<file path="config.mk">
export PLATFORM = sky130hd
export DESIGN_NAME = timer_set_ctrl
export DESIGN_NICKNAME = d
export VERILOG_FILES = /design/src/rtl/timer_pkg.sv /design/src/rtl/tick_gen.sv /design/src/rtl/timer_set_ctrl.sv
export SDC_FILE = /design/constraint.sdc
export NUM_CORES = 1
export LEC_CHECK = 0
export ABC_AREA = 0
export CAP_MARGIN = 40
export CORE_MARGIN = 5
export CORE_UTILIZATION = 54
export DETAILED_ROUTE_END_ITERATION = 8
export HOLD_SLACK_MARGIN = 0.08
export PLACE_DENSITY = 0.86
export REMOVE_ABC_BUFFERS = 1
export SYNTH_ARGS = -nofsm -noshare
export SYNTH_HDL_FRONTEND = slang
export SYNTH_SLANG_ARGS = --single-unit
</file>
<file path="constraint.sdc">
create_clock -name clk -period 3.1 [get_ports clk]
set_input_delay 0.62 -clock clk [delete_from_list [all_inputs] [get_ports clk]]
set_output_delay 0.62 -clock clk [all_outputs]
set_load 0.02 [all_outputs]
</file>
<file path="src/rtl/timer_pkg.sv">
// Shared definitions for the mm:ss countdown timer blocks.
package timer_pkg;

  localparam int unsigned DIGIT_W      = 4;
  localparam int unsigned DIGIT_N      = 4;
  localparam int unsigned WORD_W       = DIGIT_W * DIGIT_N;
  localparam logic [DIGIT_W-1:0] SEC_TENS_MAX = 4'd5;

  typedef enum logic [2:0] {
    CLR,
    IDLE,
    LOAD,
    RUN,
    PAUSE,
    DONE
  } state_t;

  // Present the entry buffer with sec_tens limited to a valid seconds digit.
  function automatic logic [WORD_W-1:0] clamp_word(input logic [WORD_W-1:0] w);
    logic [WORD_W-1:0]  r;
    logic [DIGIT_W-1:0] st;
    r  = w;
    st = w[2*DIGIT_W-1:DIGIT_W];
    if (st > SEC_TENS_MAX) st = SEC_TENS_MAX;
    r[2*DIGIT_W-1:DIGIT_W] = st;
    return r;
  endfunction

endpackage

</file>
<file path="src/rtl/tick_gen.sv">
// One-second prescaler: counts 0..TICK_DIV-1 while run is high, holds otherwise.
module tick_gen #(
  parameter int unsigned TICK_DIV = 100
) (
  input  logic clk,
  input  logic clear,
  input  logic run,
  input  logic restart,
  output logic tick
);

  localparam int unsigned   CW   = (TICK_DIV > 1) ? $clog2(TICK_DIV) : 1;
  localparam logic [CW-1:0] LAST = CW'(TICK_DIV - 1);

  logic [CW-1:0] r_cnt;

  // Prescaler: cleared on reset or restart, wraps at LAST while running.
  always_ff @(posedge clk) begin
    if (clear || restart) begin
      r_cnt <= '0;
    end else if (run) begin
      r_cnt <= (r_cnt == LAST) ? '0 : r_cnt + CW'(1);
    end
  end

  assign tick = run && (r_cnt == LAST);

endmodule

</file>
<file path="src/rtl/timer_set_ctrl.sv">
// Keypad entry, load/clear/enable sequencing for the mm:ss down-counter chain.
module timer_set_ctrl
  import timer_pkg::*;
#(
  parameter int unsigned TICK_DIV = 100
) (
  input  logic              clk,
  input  logic              clear,
  input  logic              key_valid,
  input  logic [3:0]        key_code,
  input  logic              start,
  input  logic              stop,
  input  logic              zero_in,
  output logic [WORD_W-1:0] data,
  output logic              loadn,
  output logic              clearn,
  output logic              en,
  output logic              running,
  output logic              done
);

  state_t            r_state;
  state_t            w_next;
  logic [WORD_W-1:0] r_buf;
  logic [WORD_W-1:0] w_buf_next;
  logic              r_loadn;
  logic              r_clearn;
  logic              r_running;
  logic              r_done;
  logic              w_tick;
  logic              w_run;
  logic              w_restart;

  assign w_run     = (r_state == RUN);
  assign w_restart = (r_state == LOAD);

  tick_gen #(
    .TICK_DIV(TICK_DIV)
  ) u_tick (
    .clk    (clk),
    .clear  (clear),
    .run    (w_run),
    .restart(w_restart),
    .tick   (w_tick)
  );

  // Next-state and entry-buffer update; stop has priority over start and keys.
  always_comb begin
    w_next     = r_state;
    w_buf_next = r_buf;
    case (r_state)
      CLR:  w_next = IDLE;
      IDLE: begin
        if (stop) begin
          w_buf_next = '0;
        end else begin
          if (key_valid && (key_code <= 4'd9)) begin
            w_buf_next = {r_buf[WORD_W-DIGIT_W-1:0], key_code};
          end
          if (start && (r_buf != '0)) w_next = LOAD;
        end
      end
      LOAD: w_next = RUN;
      RUN: begin
        if (zero_in)   w_next = DONE;
        else if (stop) w_next = PAUSE;
      end
      PAUSE: begin
        if (stop)       w_next = CLR;
        else if (start) w_next = RUN;
      end
      DONE: begin
        if (stop || start) w_next = CLR;
      end
      default: w_next = CLR;
    endcase
    // The buffer is empty whenever the chain is being cleared.
    if (w_next == CLR) w_buf_next = '0;
  end

  // State, buffer and registered status outputs.
  always_ff @(posedge clk) begin
    if (clear) begin
      r_state   <= CLR;
      r_buf     <= '0;
      r_loadn   <= 1'b1;
      r_clearn  <= 1'b0;
      r_running <= 1'b0;
      r_done    <= 1'b0;
    end else begin
      r_state   <= w_next;
      r_buf     <= w_buf_next;
      r_loadn   <= (w_next != LOAD);
      r_clearn  <= (w_next != CLR);
      r_running <= (w_next == RUN);
      r_done    <= (w_next == DONE);
    end
  end

  assign data    = clamp_word(r_buf);
  assign loadn   = r_loadn;
  assign clearn  = r_clearn;
  assign running = r_running;
  assign done    = r_done;
  assign en      = (r_state == RUN) && w_tick && !zero_in;

endmodule

</file>
Word level (Yosys, flattened, before mapping)
Index checks and enable logic that the tools add are counted.
{ "word_totals": {"word_cells": 46, "input_bits": 10, "regBits": 30, "ram_bits": 0, "mem_bits_ro": 0, "mem_count": 0, "latchBits": 0} }
{ "op_classes": {"div_mod_pow": 0, "add_sub_neg": 1, "n_eq_ne": 9, "n_reduce_logical": 15, "bitwise": 0, "n_lt_le_gt_ge": 2, "n_shift": 0, "mux": 12, "multipliers": 0} }
{ "ops": {"columns": ["operator", "count"], "rows": [
  ["two-way mux 16 bit", 2],
  ["two-way mux 3 bit", 7],
  ["one-hot mux 3 bit (6 select lines)", 1],
  ["nonzero test 16 bit", 1],
  ["== test 3 x 2 -> 1 bit (second input constant)", 3],
  ["== test 3 bit (second input constant)", 3],
  ["adder 7 x 1 -> 7 bit (second input constant)", 1],
  ["== test 7 bit (second input constant)", 1],
  ["two-way mux 7 bit", 1],
  ["zero test 3 bit", 2],
  ["logical AND 1 bit", 5],
  ["greater-than comparator 4 x 3 -> 1 bit (second input constant)", 1],
  ["<= comparator 4 bit (second input constant)", 1],
  ["two-way mux 4 bit", 1],
  ["== test 3 x 1 -> 1 bit (second input constant)", 1],
  ["inequality test 3 x 2 -> 1 bit (second input constant)", 1],
  ["nonzero test 3 bit", 1],
  ["logical OR 1 bit", 2],
  ["AND reduction 2 bit", 1],
  ["nonzero test 2 bit", 1],
  ["OR reduction 2 bit", 1],
  ["zero test 1 bit", 1]
]} }

Longest topological paths before layout
Gate-level depths: netlist of the first run.
{ "logic_depth": {"depth_word": 7, "mapped_depth": 6, "ltp_nobuf": 5} }

Cells and area by module
A second synthesis of the first run with hierarchy kept.
{ "unflattened": {"cells_unflattened": 180, "hier_area_um2": 1682.9} }
{ "by_module_without_submodules": {"columns": ["module", "cells_per_inst", "area_per_inst_um2", "instances"], "rows": [
  ["timer_set_ctrl", 144, 1311.3, 1],
  ["tick_gen", 36, 371.6, 1]
]} }

Worst setup path before layout of the first run
OpenSTA, ideal clock, no wires.
{ "synth_path": {"kind": "register -> output", "startpoint": "register r_state[2]", "endpoint": "output en", "required_time_ps": 2480, "path_buffers": 1, "stages_incl_launch_ff": 4, "arrival_ps": 1240, "path_slack_ps": 1240, "cell_sequence": "dfxtp_1 > clkbuf_1 > nand4b_1 > nor3_1"} }
{ "synth_via": {"elab_chain_cells": 4} }
{ "synth_lines": {"columns": ["element", "line", "source"], "rows": [
  ["start: declaration", "timer_set_ctrl.sv:22", "state_t r_state;"],
  ["start signal: assignment", "timer_set_ctrl.sv:91", "r_state <= w_next;"],
  ["== test 3 x 2 -> 1 bit *", "timer_set_ctrl.sv:34, timer_set_ctrl.sv:105", null],
  ["logical AND 1 bit", "tick_gen.sv:26", "assign tick = run && (r_cnt == LAST);"],
  ["logical AND 1 bit * (2 in series)", "timer_set_ctrl.sv:105", "assign en = (r_state == RUN) && w_tick && !zero_in;"],
  ["end: declaration", "timer_set_ctrl.sv:17", "output logic en,"]
]} }
Every way passes the cells marked *; elsewhere a longest branch is shown, timed or not.

Worst setup path in the final report of the first run
{ "layout_path": {"startpoint": "register u_tick.r_cnt[4]", "endpoint": "output en"} }
{ "layout_via": {"elab_chain_cells": 4} }
{ "layout_lines": {"columns": ["element", "line", "source"], "rows": [
  ["start: declaration", "tick_gen.sv:15", "logic [CW-1:0] r_cnt;"],
  ["start signal: assignment", "tick_gen.sv:22", "r_cnt <= (r_cnt == LAST) ? '0 : r_cnt + CW'(1);"],
  ["== test 7 bit", "tick_gen.sv:26", null],
  ["logical AND 1 bit", "tick_gen.sv:26", null],
  ["logical AND 1 bit (2 in series)", "timer_set_ctrl.sv:105", null]
]} }
No other way between the ends.

==> run metrics, run 1 <==
outcome finished clean; Cell Area, Synth around 0.0015 mm^2; # Max-Cap Violations 0; # nets final 205; clock-pin slew on the worst setup and hold paths 0.09 ns; clk_lat worst skew 0.32 ns; post-synthesis average cell area 8.598 um^2; DIE HEIGHT between 60 and 70 um; reg-to-reg endpoint r_buf[9]; most common flop cell mapped by yosys dfxtp_1; Crit Path Class register to primary output; FF-to-FF path depth 3; maximum VDD drop 444.4 uV; H-tree depth 2; most common cell in the netlist dfxtp_1; Site Rows 19; Fin Setup TNS 0 ns; CP Data Required Time roughly 2.5 ns; Lkg Pwr about 0.62 nW; top routing layer used met4; Congestion Overflow GR 0; Synth area leader dfxtp_1; post-CTS setup buffer count 0; Finish-stage setup viols 0; P per Cell Area roughly 420 mW/mm^2; placed wire-length estimate 2454 um; Initial DRT Pass Iterations 4; Cells after Synth 179; total number of vias approximately 1300; IO Pins 31; headroom to the max-slew limit between 60% and 70%; vias in the first global route roughly 1400; count of input and output buffers 29; routability cong. 0.8976; Num CTS Buffers 5; Commonest cells post-synth 30 x dfxtp_1, 19 x o21ai_0, 15 x nand4b_1; crit path time final between 2 and 3 ns; vias per cell approximately 5.9; Final Util 66.54%; WL met2 1717 um; Synth top area share 39.02%; CP max FO 4; Die X approximately 63 um; CTS tree yes; top cells by area, synth dfxtp_1 39%, nand4b_1 8.5%, a21boi_0 6.8%, buf_4 6.8%, o21ai_0 6.2%; clk sinks 30; setup repair after global routing missed its margin false; Critical Path End en; fmax around 380 MHz; Resized cells post-CTS 0; Core Footprint approximately 0.0027 mm^2; die area 0.004018 mm^2; initial antenna violation count 0; reg2reg start r_state[0]; first-pass GRT wire length 6044 um; crit end category primary output; Slew Limit Fails 0; asr flop ratio synth 0%; Yosys warnings 0; Tot GR Track Use a little under a fifth; ant diodes 0; startpoint class of the critical path register; residual DRC count 0; Area Overhead vs Synth 18.21%; quantity of hold-fixing buffers added after cts 0; layout cell share with drive strength beyond 1 7.179%; Final period util 85.98%; Distinct cells, synth 37; initial drt markers 66; DRT antenna net count 0; final WL 3434 um; Final Hold Viols 0; Final Skew just under 0.006 ns; WL per Instance 15.19 um; Hold/Removal Path Class register to register; EDFF count, synth 0; Seq cells post-synth 30; Critical Path AT 2.05 ns; clock root buffer clkbuf_4; Worst Tran Pin Value around 0.54 ns; Clock Path Buffers 2; register area share after synthesis 39.02%; Initial Util between 50% and 60%; internal reg-to-reg setup slack 1.16 ns; pin count of the biggest net entering global routing 20; WL met1 1488 um; DR WL met3 213 um; Critical Path Start u_tick.r_cnt[4]
## critical path, cell delays in order, from the launching register on
cell	delay, ns
dfxtp_1	0.35
nor4b_1	0.46
nand2_1	0.11
nor3_1	0.17
clkdlybuf4s50_1	0.64
## power by group
part           leakage, nW  switching [W]   total, W  internal [W]
registers            0.243     0.00000571   0.000395      0.000389
clock network       0.0446       0.000128   0.000283      0.000155
logic                0.333      0.0000452  0.0000801     0.0000349
## worst min-delay path by stage
stage                    start              end  cells past startpoint  slack (ns)
2_1_floorplan  u_tick.r_cnt[1]  u_tick.r_cnt[1]                      2        0.44
3_3_place_gp   u_tick.r_cnt[1]  u_tick.r_cnt[1]                      2        0.47
3_5_place_dp   u_tick.r_cnt[1]  u_tick.r_cnt[1]                      2        0.48
4_1_cts        u_tick.r_cnt[1]  u_tick.r_cnt[1]                      2        0.50
5_1_grt        u_tick.r_cnt[1]  u_tick.r_cnt[1]                      2        0.52
6_report       u_tick.r_cnt[1]  u_tick.r_cnt[1]                      2        0.49
## layer usage
| layer | track usage [%] | vias up |
|---|---|---|
| met2 | 30.84 | 43 |
| li1 | - | 663 |
| met5 | 0 | - |
| met4 | 6.753 | 0 |
| met1 | 20.35 | 628 |
| met3 | 7.460 | 2 |
## final cells by class
type                       instances  area [um^2]
clock buffer                       8        78.83
sequential                        30        600.6
multi-input combinational        121        769.5
timing repair buffer              33        320.3
tap                               31        38.79
inverter                           3        11.26
fill                             235        914.6
## cells by family (layout without fill, tap and decap cells)
group | Yosys count | after routing | share of synthesized area (%)
other cells | 1 | 1 | 0.2437
buf+inv | 28 | 44 | 10.97
fa+ha+maj | 1 | 1 | 0.8129
xor+xnor | 6 | 6 | 3.415
simple gates | 64 | 64 | 24.96
flops | 30 | 30 | 39.02
compound gates | 49 | 49 | 20.57
## per-stage QoR
stage	std cells	setup WS [ns]	power [W]	hold WS, ns	cell area, um^2
after floorplan	154	1.260	0.0004424	0.4431	1381
after CTS	226	0.3673	0.0007651	0.4964	1819
after detailed placement	218	0.5637	0.0004833	0.4831	1740
final	226	0.4347	0.0007581	0.4909	1819
after global routing	226	0.2514	0.0007936	0.5242	1819
after global placement	218	0.6114	0.0004798	0.4657	1740
## cells in the final DEF, fill, tap and decap left out, drive strengths merged, types with 2 or more instances in the layout
| cell type | instances |
|---|---|
| nand3 | 4 |
| nand2b | 4 |
| a21boi | 16 |
| nor2 | 14 |
| nor4 | 4 |
| nand2 | 8 |
| buf | 4 |
| or3b | 3 |
| a21o | 2 |
| nor3 | 6 |
| a21oi | 5 |
| inv | 3 |
| o21ai | 19 |
| dfxtp | 30 |
| clkbuf | 8 |
| xnor2 | 4 |
| xor2 | 2 |
| nand4b | 15 |
| clkdlybuf4s50 | 29 |
| a211o | 2 |
## flip-flops by register name, indices dropped and copies added, names as in the netlist
signal        count
r_buf            16
loadn             1
r_state           3
running           1
clearn            1
u_tick.r_cnt      7
done              1
(Power assumes the default switching activity.)
==> run 2: changes to the inputs <==
--- a/config.mk
+++ b/config.mk
@@ -11,4 +11,5 @@
 export CORE_UTILIZATION = 54
+export CTS_CLUSTER_SIZE = 25
 export DETAILED_ROUTE_END_ITERATION = 8
-export HOLD_SLACK_MARGIN = 0.08
+export HOLD_SLACK_MARGIN = 0.03
 export PLACE_DENSITY = 0.86
==> constraint.sdc (replaced) <==
create_clock -name clk -period 3.1 [get_ports clk]
set_input_delay 0.775 -clock clk [delete_from_list [all_inputs] [get_ports clk]]
set_output_delay 0.775 -clock clk [all_outputs]
set_load 0.02 [all_outputs]
==> run 2 against run 1 <==
- clock power shrank 19%
- sequential power about the same
- worst setup slack worse by 0.19 ns
- sequential share of layout area grew 0.51 points
- design area is 1.5% lower
- via count grew 0.30%
- fmax shrank 6.6%
- critical path type is now input port to primary output
- worst hold slack better by 0.00099 ns
- routed wire length up 0.58%
==> run metrics, run 2 (synthesized netlist as in run 1, its figures left out) <==
count of input and output buffers 29 (unchanged); Layout Cells excl Fill 224 (-0.88%); DIE HEIGHT 63.39 um (unchanged); Resized cells post-CTS 0 (unchanged); Final Hold Viols 0 (unchanged); H-tree depth 2 (unchanged); Congestion Overflow GR 0 (unchanged); final WL 3454 um (+0.58%); P per Cell Area 392.8 mW/mm^2 (-5.7%); DP Area 0.001740 mm^2 (unchanged); Final Skew 0.008147 ns (+0.002223 ns); internal reg-to-reg setup slack 1.19 ns (+0.03 ns); WL per Instance 15.42 um (+1.5%); maximum VDD drop 376.7 uV (-15%); Site Rows 19 (unchanged); clock root buffer clkbuf_4; layout cell share with drive strength beyond 1 6.218% (-0.96 points); CP Cell Sequence clkdlybuf4s50_1 > nor3_1 > clkdlybuf4s50_1; initial drt markers 80 (+21%); DRT antenna net count 0 (unchanged); Worst Tran Pin Value 0.5539 ns (+0.01031 ns); Die X 63.39 um (unchanged); Initial Util 56.29% (unchanged); placed wire-length estimate 2443 um (-0.46%); Slew Limit Fails 0 (unchanged); Finish-stage setup viols 0 (unchanged); CP max FO 3 (-1); Top Registers r_buf: 16 flops, u_tick.r_cnt: 7 flops, r_state: 3 flops; Hold/Removal Path Class register to register; die area 0.004018 mm^2 (unchanged); clk_lat worst skew 0.33 ns (about the same); Min-Delay Path Depth 2 (unchanged); Area Overhead vs Synth 16.42%; first-pass GRT wire length 5892 um (-2.5%); Tot GR Track Use 18.00% (-0.26 points); hold path startpoint u_tick.r_cnt[1]; CP Data Required Time 2.32 ns (-0.16 ns); Hold Path Sink u_tick.r_cnt[1]; headroom to the max-slew limit 63.08% (-0.69 points); crit-path most repeated cell clkdlybuf4s50_1; crit end category primary output; quantity of hold-fixing buffers added after cts 0 (unchanged); CTS tree yes; residual DRC count 0 (unchanged); clock-pin slew on the worst setup and hold paths 0.09 ns (about the same); total number of vias 1340 (+0.30%); most common cell after layout, fill and taps aside dfxtp_1; placed cells 218 (unchanged); ant diodes 0 (unchanged); Critical Path AT 2.08 ns (+0.03 ns); Final period util 92.05% (+6.1 points); commonest non-fill, non-tap cells in the layout 30 x dfxtp_1, 29 x clkdlybuf4s50_1, 19 x o21ai_0; CP top delay family buffers and inverters; IO Pins 31 (unchanged); crit path time final 2.854 ns (+0.1883 ns); outcome finished clean; reg-to-reg endpoint r_buf[9]; vias in the first global route 1311 (-4.6%); Num CTS Buffers 5 (unchanged); Worst path max stage delay 0.64 ns (about the same); finished layout cell area 0.001792 mm^2 (-1.5%); pin count of the biggest net entering global routing 20 (unchanged); Fin Setup TNS 0 ns (unchanged); Critical Path Stages 3 (-1); clk sinks 30 (unchanged); critical path's slowest cell clkdlybuf4s50_1; Largest register FFs 16 (unchanged); fmax 350.4 MHz (-6.6%); post-CTS setup buffer count 0 (unchanged); routability cong. 0.9034 (+0.65%); Largest Register r_buf; reg2reg start r_state[0]; # nets final 205 (unchanged); FF-to-FF path depth 3 (unchanged); vias per cell 5.982 (+1.2%); Lkg Pwr 0.6056 nW (-2.3%); Crit Path Class input port to primary output; # Max-Cap Violations 0 (unchanged); Initial DRT Pass Iterations 4 (unchanged); WP buf/inv 2 (+1); setup repair after global routing missed its margin false; Clock Path Buffers 2 (unchanged); initial antenna violation count 0 (unchanged); startpoint class of the critical path input port; Core Footprint 0.002734 mm^2 (unchanged)
==> run 2: final cells by class <==
class | count | area [um^2]
tap | 31 | 38.79
inverter | 3 | 11.26
sequential | 30 | 600.6
multi-input combinational | 121 | 769.5
timing repair buffer | 33 | 320.3
fill | 229 | 942.2
clock buffer | 6 | 51.30
==> run 2: stage by stage <==
stage | setup WS, ns | utilization, % | power [W] | hold WS [ns]
detailed placement | 0.2421 | 63.66 | 0.0004824 | 0.4823
global route | 0.03834 | 65.54 | 0.0007354 | 0.5231
floorplan | 1.053 | - | 0.0004424 | 0.4431
CTS | 0.2361 | 65.54 | 0.0007051 | 0.4950
global placement | 0.3101 | 63.66 | 0.0004798 | 0.4649
finish | 0.2465 | 65.54 | 0.0007038 | 0.4919
==> run 2: power breakdown <==
part	internal (W)	leakage (nW)	total (W)	switching, W
Combinational	0.0000348	0.333	0.0000796	0.0000447
Clock	0.000102	0.0302	0.000229	0.000127
Sequential	0.000389	0.243	0.000395	0.00000572
Total	0.000526	0.606	0.000704	0.000178
==> run 2: worst max-delay path by stage <==
stage | to | slack [ns] | from
after floorplan | en | 1.05 | zero_in
after global placement | en | 0.31 | zero_in
after detailed placement | en | 0.24 | zero_in
after CTS | en | 0.24 | zero_in
after global routing | en | 0.04 | u_tick.r_cnt[4]
final | en | 0.25 | zero_in
==> run 2: metal layers <==
layer | wire [um] | global-route usage, % | vias to the layer above
li1 | - | - | 655
met1 | 1414 | 20.46 | 631
met2 | 1721 | 30.08 | 49
met3 | 284 | 7.638 | 5
met4 | 34 | 5.974 | 0
met5 | 0 | 0 | -
==> run 2: worst reg2reg max path: stages (launching register included) <==
cell,delay (ns)
dfxtp_1,0.52
or3b_1,0.65
or4_1,0.56
a21boi_1,0.14
